--- src/rtl/ieee_host_source_pkg.sv ---
// ============================================================================
// Module  : ieee_host_source_pkg
// Brief   : Shared IEEE-488 types: bus wire struct, host source FSM states,
//           status bit indices and the released-bus constant.
// Revision: 1.0
// ============================================================================
`default_nettype none

package ieee_host_source_pkg;

    // Wire levels, active-low: 1 = released.
    typedef struct packed {
        logic [7:0] data;
        logic       atn;
        logic       dav;
        logic       eoi;
        logic       ifc;
        logic       srq;
        logic       ren;
        logic       nrfd;
        logic       ndac;
    } st_ieee_bus;

    localparam st_ieee_bus IEEE_BUS_IDLE = '{
        data: 8'hFF, atn: 1'b1, dav: 1'b1, eoi: 1'b1, ifc: 1'b1,
        srq: 1'b1, ren: 1'b1, nrfd: 1'b1, ndac: 1'b1
    };

    typedef enum logic [2:0] {
        S_IDLE     = 3'd0,
        S_SETTLE   = 3'd1,
        S_CHK      = 3'd2,
        S_SETUP    = 3'd3,
        S_WAIT_RFD = 3'd4,
        S_WAIT_DAC = 3'd5,
        S_END      = 3'd6
    } e_host_src_state;

    localparam int ST_WR_TMO = 0;
    localparam int ST_DNP    = 1;

endpackage

`default_nettype wire

--- src/rtl/ieee_host_source_if.sv ---
// ============================================================================
// Module  : ieee_host_source_if
// Brief   : CPU-side byte request / completion interface of the host source.
// Revision: 1.0
// ============================================================================
`default_nettype none

interface ieee_host_source_if;
    logic       tx_valid;
    logic       tx_ready;
    logic [7:0] tx_data;
    logic       tx_atn;
    logic       tx_eoi;
    logic       atn_clr;
    logic       done;
    logic [1:0] status;

    modport master (
        output tx_valid, tx_data, tx_atn, tx_eoi, atn_clr,
        input  tx_ready, done, status
    );

    modport slave (
        input  tx_valid, tx_data, tx_atn, tx_eoi, atn_clr,
        output tx_ready, done, status
    );
endinterface

`default_nettype wire

--- src/rtl/ieee_host_tick_cnt.sv ---
// ============================================================================
// Module  : ieee_host_tick_cnt
// Brief   : Loadable down-counter advanced by the ce timebase; flags zero.
// Revision: 1.0
// ============================================================================
`default_nettype none

module ieee_host_tick_cnt #(
    parameter int W = 16
) (
    input  logic         clk_sys,
    input  logic         reset_n,
    input  logic         ce_i,
    input  logic         load_i,
    input  logic [W-1:0] load_val_i,
    output logic         zero_o
);

    logic [W-1:0] cnt_q;

    always_ff @(posedge clk_sys or negedge reset_n) begin
        if (!reset_n) begin
            cnt_q <= '0;
        end else if (load_i) begin
            cnt_q <= load_val_i;
        end else if (ce_i && (cnt_q != '0)) begin
            cnt_q <= cnt_q - 1'b1;
        end
    end

    assign zero_o = (cnt_q == '0);

endmodule

`default_nettype wire

--- src/rtl/ieee_host_source.sv ---
// ============================================================================
// Module  : ieee_host_source
// Brief   : IEEE-488 controller source handshake (ATN/DAV/EOI) with
//           device-not-present and optional write timeout (IEEE_HOST_TIMEOUT_EN).
// Revision: 1.0
// ============================================================================
`default_nettype none

module ieee_host_source
    import ieee_host_source_pkg::*;
#(
    parameter logic [15:0] TMO_TICKS    = 16'd65000,
    parameter logic [3:0]  SETTLE_TICKS = 4'd4
) (
    input  logic                     clk_sys,
    input  logic                     reset_n,
    input  logic                     ce,
    ieee_host_source_if.slave        hif,
    input  st_ieee_bus               bus_i,
    output st_ieee_bus               bus_o
);

`ifdef IEEE_HOST_TIMEOUT_EN
    localparam int CW = ($bits(TMO_TICKS) > $bits(SETTLE_TICKS)) ?
                        $bits(TMO_TICKS) : $bits(SETTLE_TICKS);
`else
    localparam int CW = $bits(SETTLE_TICKS);
`endif

    e_host_src_state state_q, state_d;
    logic [7:0]      data_q, data_d;
    logic            atn_q, atn_d;
    logic            eoi_q, eoi_d;
    logic            drive_q, drive_d;
    logic            dav_q, dav_d;
    logic            eoi_act_q, eoi_act_d;
    logic [1:0]      status_q, status_d;
    logic            done_q, done_d;
    logic            finish;

    logic            cnt_load;
    logic [CW-1:0]   cnt_val;
    logic            cnt_zero;

    ieee_host_tick_cnt #(
        .W (CW)
    ) u_tick (
        .clk_sys    (clk_sys),
        .reset_n    (reset_n),
        .ce_i       (ce),
        .load_i     (cnt_load),
        .load_val_i (cnt_val),
        .zero_o     (cnt_zero)
    );

    // END is folded into the transition back to IDLE so that done and
    // tx_ready rise together the cycle after the terminating condition.
    always_comb begin
        state_d   = state_q;
        data_d    = data_q;
        atn_d     = atn_q;
        eoi_d     = eoi_q;
        drive_d   = drive_q;
        dav_d     = dav_q;
        eoi_act_d = eoi_act_q;
        status_d  = status_q;
        done_d    = 1'b0;
        finish    = 1'b0;

        case (state_q)
            S_IDLE: begin
                if (hif.tx_valid) begin
                    data_d   = hif.tx_data;
                    atn_d    = hif.tx_atn;
                    eoi_d    = hif.tx_eoi & ~hif.tx_atn;
                    status_d = '0;
                    state_d  = (hif.tx_atn != atn_q) ? S_SETTLE : S_CHK;
                end else if (hif.atn_clr) begin
                    atn_d = 1'b0;
                end
            end
            S_SETTLE: begin
                if (cnt_zero) state_d = S_CHK;
            end
            S_CHK: begin
                if (bus_i.nrfd && bus_i.ndac) begin
                    status_d[ST_DNP] = 1'b1;
                    finish           = 1'b1;
                end else begin
                    drive_d = 1'b1;
                    state_d = S_SETUP;
                end
            end
            S_SETUP: begin
                if (cnt_zero) state_d = S_WAIT_RFD;
            end
            S_WAIT_RFD: begin
                if (bus_i.nrfd) begin
                    dav_d     = 1'b1;
                    eoi_act_d = eoi_q;
                    state_d   = S_WAIT_DAC;
                end
`ifdef IEEE_HOST_TIMEOUT_EN
                else if (cnt_zero) begin
                    status_d[ST_WR_TMO] = 1'b1;
                    finish              = 1'b1;
                end
`endif
            end
            S_WAIT_DAC: begin
                if (bus_i.ndac) begin
                    finish = 1'b1;
                end
`ifdef IEEE_HOST_TIMEOUT_EN
                else if (cnt_zero) begin
                    status_d[ST_WR_TMO] = 1'b1;
                    finish              = 1'b1;
                end
`endif
            end
            default: begin
                state_d = S_IDLE;
            end
        endcase

        if (finish) begin
            state_d   = S_IDLE;
            drive_d   = 1'b0;
            dav_d     = 1'b0;
            eoi_act_d = 1'b0;
            done_d    = 1'b1;
        end
    end

    // One counter serves every timed state; it is reloaded on each entry.
    always_comb begin
        cnt_val  = CW'(SETTLE_TICKS);
        cnt_load = 1'b0;
        if (state_d != state_q) begin
            case (state_d)
                S_SETTLE, S_SETUP: cnt_load = 1'b1;
`ifdef IEEE_HOST_TIMEOUT_EN
                S_WAIT_RFD, S_WAIT_DAC: begin
                    cnt_load = 1'b1;
                    cnt_val  = CW'(TMO_TICKS);
                end
`endif
                default: cnt_load = 1'b0;
            endcase
        end
    end

    always_ff @(posedge clk_sys or negedge reset_n) begin
        if (!reset_n) begin
            state_q   <= S_IDLE;
            data_q    <= '0;
            atn_q     <= 1'b0;
            eoi_q     <= 1'b0;
            drive_q   <= 1'b0;
            dav_q     <= 1'b0;
            eoi_act_q <= 1'b0;
            status_q  <= '0;
            done_q    <= 1'b0;
        end else begin
            state_q   <= state_d;
            data_q    <= data_d;
            atn_q     <= atn_d;
            eoi_q     <= eoi_d;
            drive_q   <= drive_d;
            dav_q     <= dav_d;
            eoi_act_q <= eoi_act_d;
            status_q  <= status_d;
            done_q    <= done_d;
        end
    end

    always_comb begin
        bus_o      = IEEE_BUS_IDLE;
        bus_o.data = drive_q ? ~data_q : 8'hFF;
        bus_o.atn  = ~atn_q;
        bus_o.dav  = ~dav_q;
        bus_o.eoi  = ~eoi_act_q;
    end

    assign hif.tx_ready = (state_q == S_IDLE);
    assign hif.done     = done_q;
    assign hif.status   = status_q;

endmodule

`default_nettype wire

--- src/flat_wrapper.sv ---
// flat-port wrapper written by rule: the top's interface ports become plain ports
module ieee_host_source_flat import ieee_host_source_pkg::*;
#(
    parameter logic [15:0] TMO_TICKS    = 16'd65000,
    parameter logic [3:0]  SETTLE_TICKS = 4'd4
)
  (clk_sys, reset_n, ce, bus_i, bus_o, hif_tx_valid, hif_tx_data, hif_tx_atn, hif_tx_eoi, hif_atn_clr, hif_tx_ready, hif_done, hif_status);
  ieee_host_source_if hif_i ();
  input  logic clk_sys;
  input  logic reset_n;
  input  logic ce;
  input  st_ieee_bus bus_i;
  output st_ieee_bus bus_o;
  input wire logic [$bits(hif_i.tx_valid)-1:0] hif_tx_valid;
  input wire logic [$bits(hif_i.tx_data)-1:0] hif_tx_data;
  input wire logic [$bits(hif_i.tx_atn)-1:0] hif_tx_atn;
  input wire logic [$bits(hif_i.tx_eoi)-1:0] hif_tx_eoi;
  input wire logic [$bits(hif_i.atn_clr)-1:0] hif_atn_clr;
  output wire logic [$bits(hif_i.tx_ready)-1:0] hif_tx_ready;
  output wire logic [$bits(hif_i.done)-1:0] hif_done;
  output wire logic [$bits(hif_i.status)-1:0] hif_status;
  assign hif_i.tx_valid = hif_tx_valid;
  assign hif_i.tx_data = hif_tx_data;
  assign hif_i.tx_atn = hif_tx_atn;
  assign hif_i.tx_eoi = hif_tx_eoi;
  assign hif_i.atn_clr = hif_atn_clr;
  assign hif_tx_ready = hif_i.tx_ready;
  assign hif_done = hif_i.done;
  assign hif_status = hif_i.status;
  ieee_host_source #(.TMO_TICKS(TMO_TICKS), .SETTLE_TICKS(SETTLE_TICKS)) u_core (.clk_sys(clk_sys), .reset_n(reset_n), .ce(ce), .hif(hif_i), .bus_i(bus_i), .bus_o(bus_o));
endmodule
--- config.mk ---
export PLATFORM = sky130hd
export DESIGN_NAME = ieee_host_source_flat
export DESIGN_NICKNAME = d
export VERILOG_FILES = /design/src/rtl/ieee_host_source_pkg.sv /design/src/rtl/ieee_host_source_if.sv /design/src/rtl/ieee_host_tick_cnt.sv /design/src/rtl/ieee_host_source.sv /design/src/flat_wrapper.sv
export SDC_FILE = /design/constraint.sdc
export NUM_CORES = 1
export LEC_CHECK = 0
export ABC_AREA = 1
export CORE_AREA = 3 3 59 61
export CTS_BUF_LIST = sky130_fd_sc_hd__clkbuf_4 sky130_fd_sc_hd__clkbuf_8
export DETAILED_ROUTE_END_ITERATION = 6
export DIE_AREA = 0 0 62 64
export PLACE_DENSITY = 0.86
export SETUP_SLACK_MARGIN = 0.02
export SYNTH_ARGS = -nofsm -noshare
export SYNTH_HDL_FRONTEND = slang
export SYNTH_SLANG_ARGS = --single-unit
--- constraint.sdc ---
create_clock -name clk_sys -period 1.7 [get_ports clk_sys]
set_clock_uncertainty 0.15 [all_clocks]
set_input_delay 0.34 -clock clk_sys [delete_from_list [all_inputs] [get_ports clk_sys]]
set_output_delay 0.34 -clock clk_sys [all_outputs]
set_load 0.01 [all_outputs]
==> results.txt <==
Initial Utilization - 0.386
share of cells above drive strength 1 - 0.282
via/cell ratio - 4.53
critical setup path kind - reg -> reg
P per Cell Area - 1710 mW/mm²
flop2flop setup slack - 0.07 ns
Switching Power - 1.20 mW
DP HPWL - 2040 µm
flops & latches, synth - 22
Adder-Cell Fraction of Synth Area - 0.0107
die area - 0.00397 mm²
Die W - 62 µm
I/O pins - 51
PortBufs - 30
vias in the first global route - 1072
startpoint class of the critical path - register
maximum clock path buffer count - 2
Yosys Warn Count - 0
Num CTS Buffers - 3
Seq pwr share - 0.314
dpl ws - -0.141 ns
Hold Vio Cnt, Final - 0
clock power share - 0.141
H-tree depth - 1
overall power - 2.86 mW
fraction of the mapped netlist area in simple logic gates - 0.313
status - complete, no violations
max_cap viols - 0
max frequency - 615 MHz
Detail Route Antenna Nets - 0
Sw Share - 0.418
area grow syn2layout - 42.7%
Placeable Area - 0.00303 mm²
Critical Path Sink Type - register
Final Max Tran Viols - 0
Total Routing Usage GR - 0.151
maximum vdd drop - 0.000665 V
NumNets Final - 235
Mean Syn Cell Area - 7.54 µm²
P_leak - 0.874 nW
beginning of the worst register-to-register path - u_core.u_tick.cnt_q[1]
Distinct cells, synth - 24
CTS tree - built
Reg2Reg Depth - 11
clock slew at reported path FFs - 0.13 ns
first-pass GRT wire length - 4570 µm
cts hold-fix bufs - 0
worst path required time - 1.76 ns
Compound-Gate Fraction of Synth Area - 0.0707
largest family of logic cells by synthesized area - simple AND/OR/NAND/NOR gates
flip-flop and latch area - 552 µm²
clk root buf - clkbuf_4
Multi-input gate area - 556 µm²
Hold Path Class - in -> async
# diodes - 0
Synth Instances - 155
WL final - 2770 µm
Skew-Pair Late Insertion Delay - 0.32 ns
final setup margin - 0.0750 ns
routed wire length per instance - 11.3 µm
Seq/Total Area, Yosys - 0.471
Residual DRC - 0
Final Setup Violations - 0
via count of the routed design - 1114
post-synthesis mux area share - 0
largest net degree at the start of global routing - 23
Mapped Area - 0.00117 mm²
CP arrival - 1.69 ns
number of core rows - 20
initial antenna violation count - 0
worst reg2reg endpoint - u_core.u_tick.cnt_q[2]
GPL Wtd Cong - 0.809
Final period util - 0.956
Tmin final - 1.63 ns
XOR/XNOR Fraction of Synth Area - 0.0150
Pint - 1.66 mW
DRC marker count from the first detailed-route iteration - 29
iteration count of the initial detailed-routing pass - 4
Sink Count - 22
# fillers - 279
Logic pwr share - 0.545
die height - 64 µm
gr ovfl total - 0
crit-path max FO - 4
RSZ-0062 raised after global routing - true
Final TNS setup - 0 ns
## synthesized netlist by cell type
| library cell | number | share of area |
|---|---|---|
| nor2_4 | 1 | 0.0096 |
| dfrtp_1 | 22 | 0.47 |
| buf_2 | 1 | 0.0043 |
| clkbuf_1 | 1 | 0.0032 |
| conb_1 | 2 | 0.0064 |
| a21oi_2 | 1 | 0.0075 |
| nor2_1 | 5 | 0.016 |
| and2_1 | 1 | 0.0054 |
| a41oi_1 | 1 | 0.0075 |
| ha_1 | 1 | 0.011 |
| nor2_2 | 3 | 0.016 |
| nand3_1 | 6 | 0.026 |
| nand4_1 | 2 | 0.011 |
| nand3_2 | 2 | 0.017 |
| or2_2 | 1 | 0.0054 |
| o21ai_0 | 6 | 0.026 |
| a21oi_1 | 5 | 0.021 |
| inv_2 | 4 | 0.013 |
| buf_4 | 6 | 0.039 |
| inv_1 | 17 | 0.055 |
| nand2_1 | 61 | 0.20 |
| o21ai_1 | 2 | 0.0086 |
| xor2_1 | 2 | 0.015 |
| nand2_2 | 2 | 0.011 |
## per-layer routing
layer  wire [µm]  global-route usage  vias up
met2        1380               0.233       35
met1        1200               0.202      517
met5           0                   0        -
met3         151              0.0222        5
met4          45              0.0716        0
li1            -                   -      557
## layout by cell type, fill, tap and decap left out, types with 3 or more instances in the layout
| cell type | synthesis | routed |
|---|---|---|
| clkbuf_2 | 0 | 7 |
| dlygate4sd2_1 | 0 | 5 |
| clkdlybuf4s50_1 | 0 | 16 |
| buf_2 | 1 | 3 |
| nor2_2 | 3 | 3 |
| inv_2 | 4 | 7 |
| buf_4 | 6 | 16 |
| a21oi_1 | 5 | 4 |
| nor2_1 | 5 | 4 |
| nand2_4 | 0 | 3 |
| dfrtp_1 | 22 | 21 |
| nand2_1 | 61 | 56 |
| nand2_2 | 2 | 4 |
| inv_1 | 17 | 14 |
| o21ai_0 | 6 | 5 |
| conb_1 | 2 | 6 |
| clkbuf_4 | 0 | 3 |
| nand3_1 | 6 | 6 |
## registers in the layout, indices dropped and copies added (netlist names)
signal               cells
u_core.dav_q             1
u_core.state_q           3
u_core.u_tick.cnt_q      4
u_core.drive_q           1
u_core.data_q            8
u_core.hif.done          1
u_core.hif.status        1
u_core.eoi_q             1
u_core.eoi_act_q         1
u_core.atn_q             1
## per-stage QoR
| stage | area, µm² | hold slack (ns) | util | std cells |
|---|---|---|---|---|
| after floorplan | 1180 | -0.106 | - | 159 |
| after detailed placement | 1580 | 0.316 | 0.523 | 238 |
| after global placement | 1580 | 0.313 | 0.523 | 238 |
| final | 1670 | 0.198 | 0.551 | 246 |
| after CTS | 1690 | 0.213 | 0.557 | 245 |
| after global routing | 1670 | 0.209 | 0.551 | 246 |
## how the worst max path moves through the flow
stage               slack [ns]                endpoint  depth (start not counted)                    from
floorplan                 0.14  u_core.u_tick.cnt_q[2]                         11  u_core.u_tick.cnt_q[0]
global placement         -0.13  u_core.u_tick.cnt_q[2]                          9                bus_i[0]
detailed placement       -0.14  u_core.u_tick.cnt_q[2]                          9                bus_i[1]
CTS                       0.02            hif_tx_ready                          4       u_core.state_q[2]
global route             -0.02  u_core.u_tick.cnt_q[3]                         10  u_core.u_tick.cnt_q[1]
finish                    0.07  u_core.u_tick.cnt_q[2]                         11  u_core.u_tick.cnt_q[1]
## cells by family after synthesis
kind of cell | after synthesis
AOI/OAI and AO/OA | 15
xor gates and xnor gates | 2
adders and majority gates | 1
buffers and inverters | 29
DFF | 22
other | 2
and+or+nand+nor | 84
## worst max-delay path, stage by stage, from the launching register on
cell,delay [ns]
dfrtp_1,0.40
inv_2,0.08
ha_4,0.15
nand2_4,0.05
nor2_4,0.10
nand2_2,0.07
nand2_2,0.07
nand2_2,0.06
a21oi_2,0.15
nand3_2,0.13
nand2_1,0.08
nand2_1,0.04
## power by group through the flow
stage | Sequential [mW] | Combinational [mW] | Clock (mW)
final | 0.898 | 1.56 | 0.403
after global routing | 0.924 | 1.73 | 0.433
after CTS | 0.897 | 1.54 | 0.408
after detailed placement | 0.923 | 1.45 | 0
after global placement | 0.910 | 1.40 | 0
after floorplan | 0.887 | 0.845 | 0
## area by class of cell
| type | instances | share of cell area |
|---|---|---|
| multi-input combinational | 108 | 0.333 |
| timing repair buffer | 47 | 0.224 |
| sequential | 22 | 0.331 |
| clock buffer | 3 | 0.0135 |
| clock inverter | 1 | 0.0180 |
| inverter | 21 | 0.0473 |
| tap | 44 | 0.0330 |
## timing repair
item / CTS / global route
resized for setup: 38 / 16
buffers inserted: 3 / 1
pin swaps: 7 / 5
setup endpoints to repair: 18 / 13
Note: power is estimated with default switching activity, not from simulation.
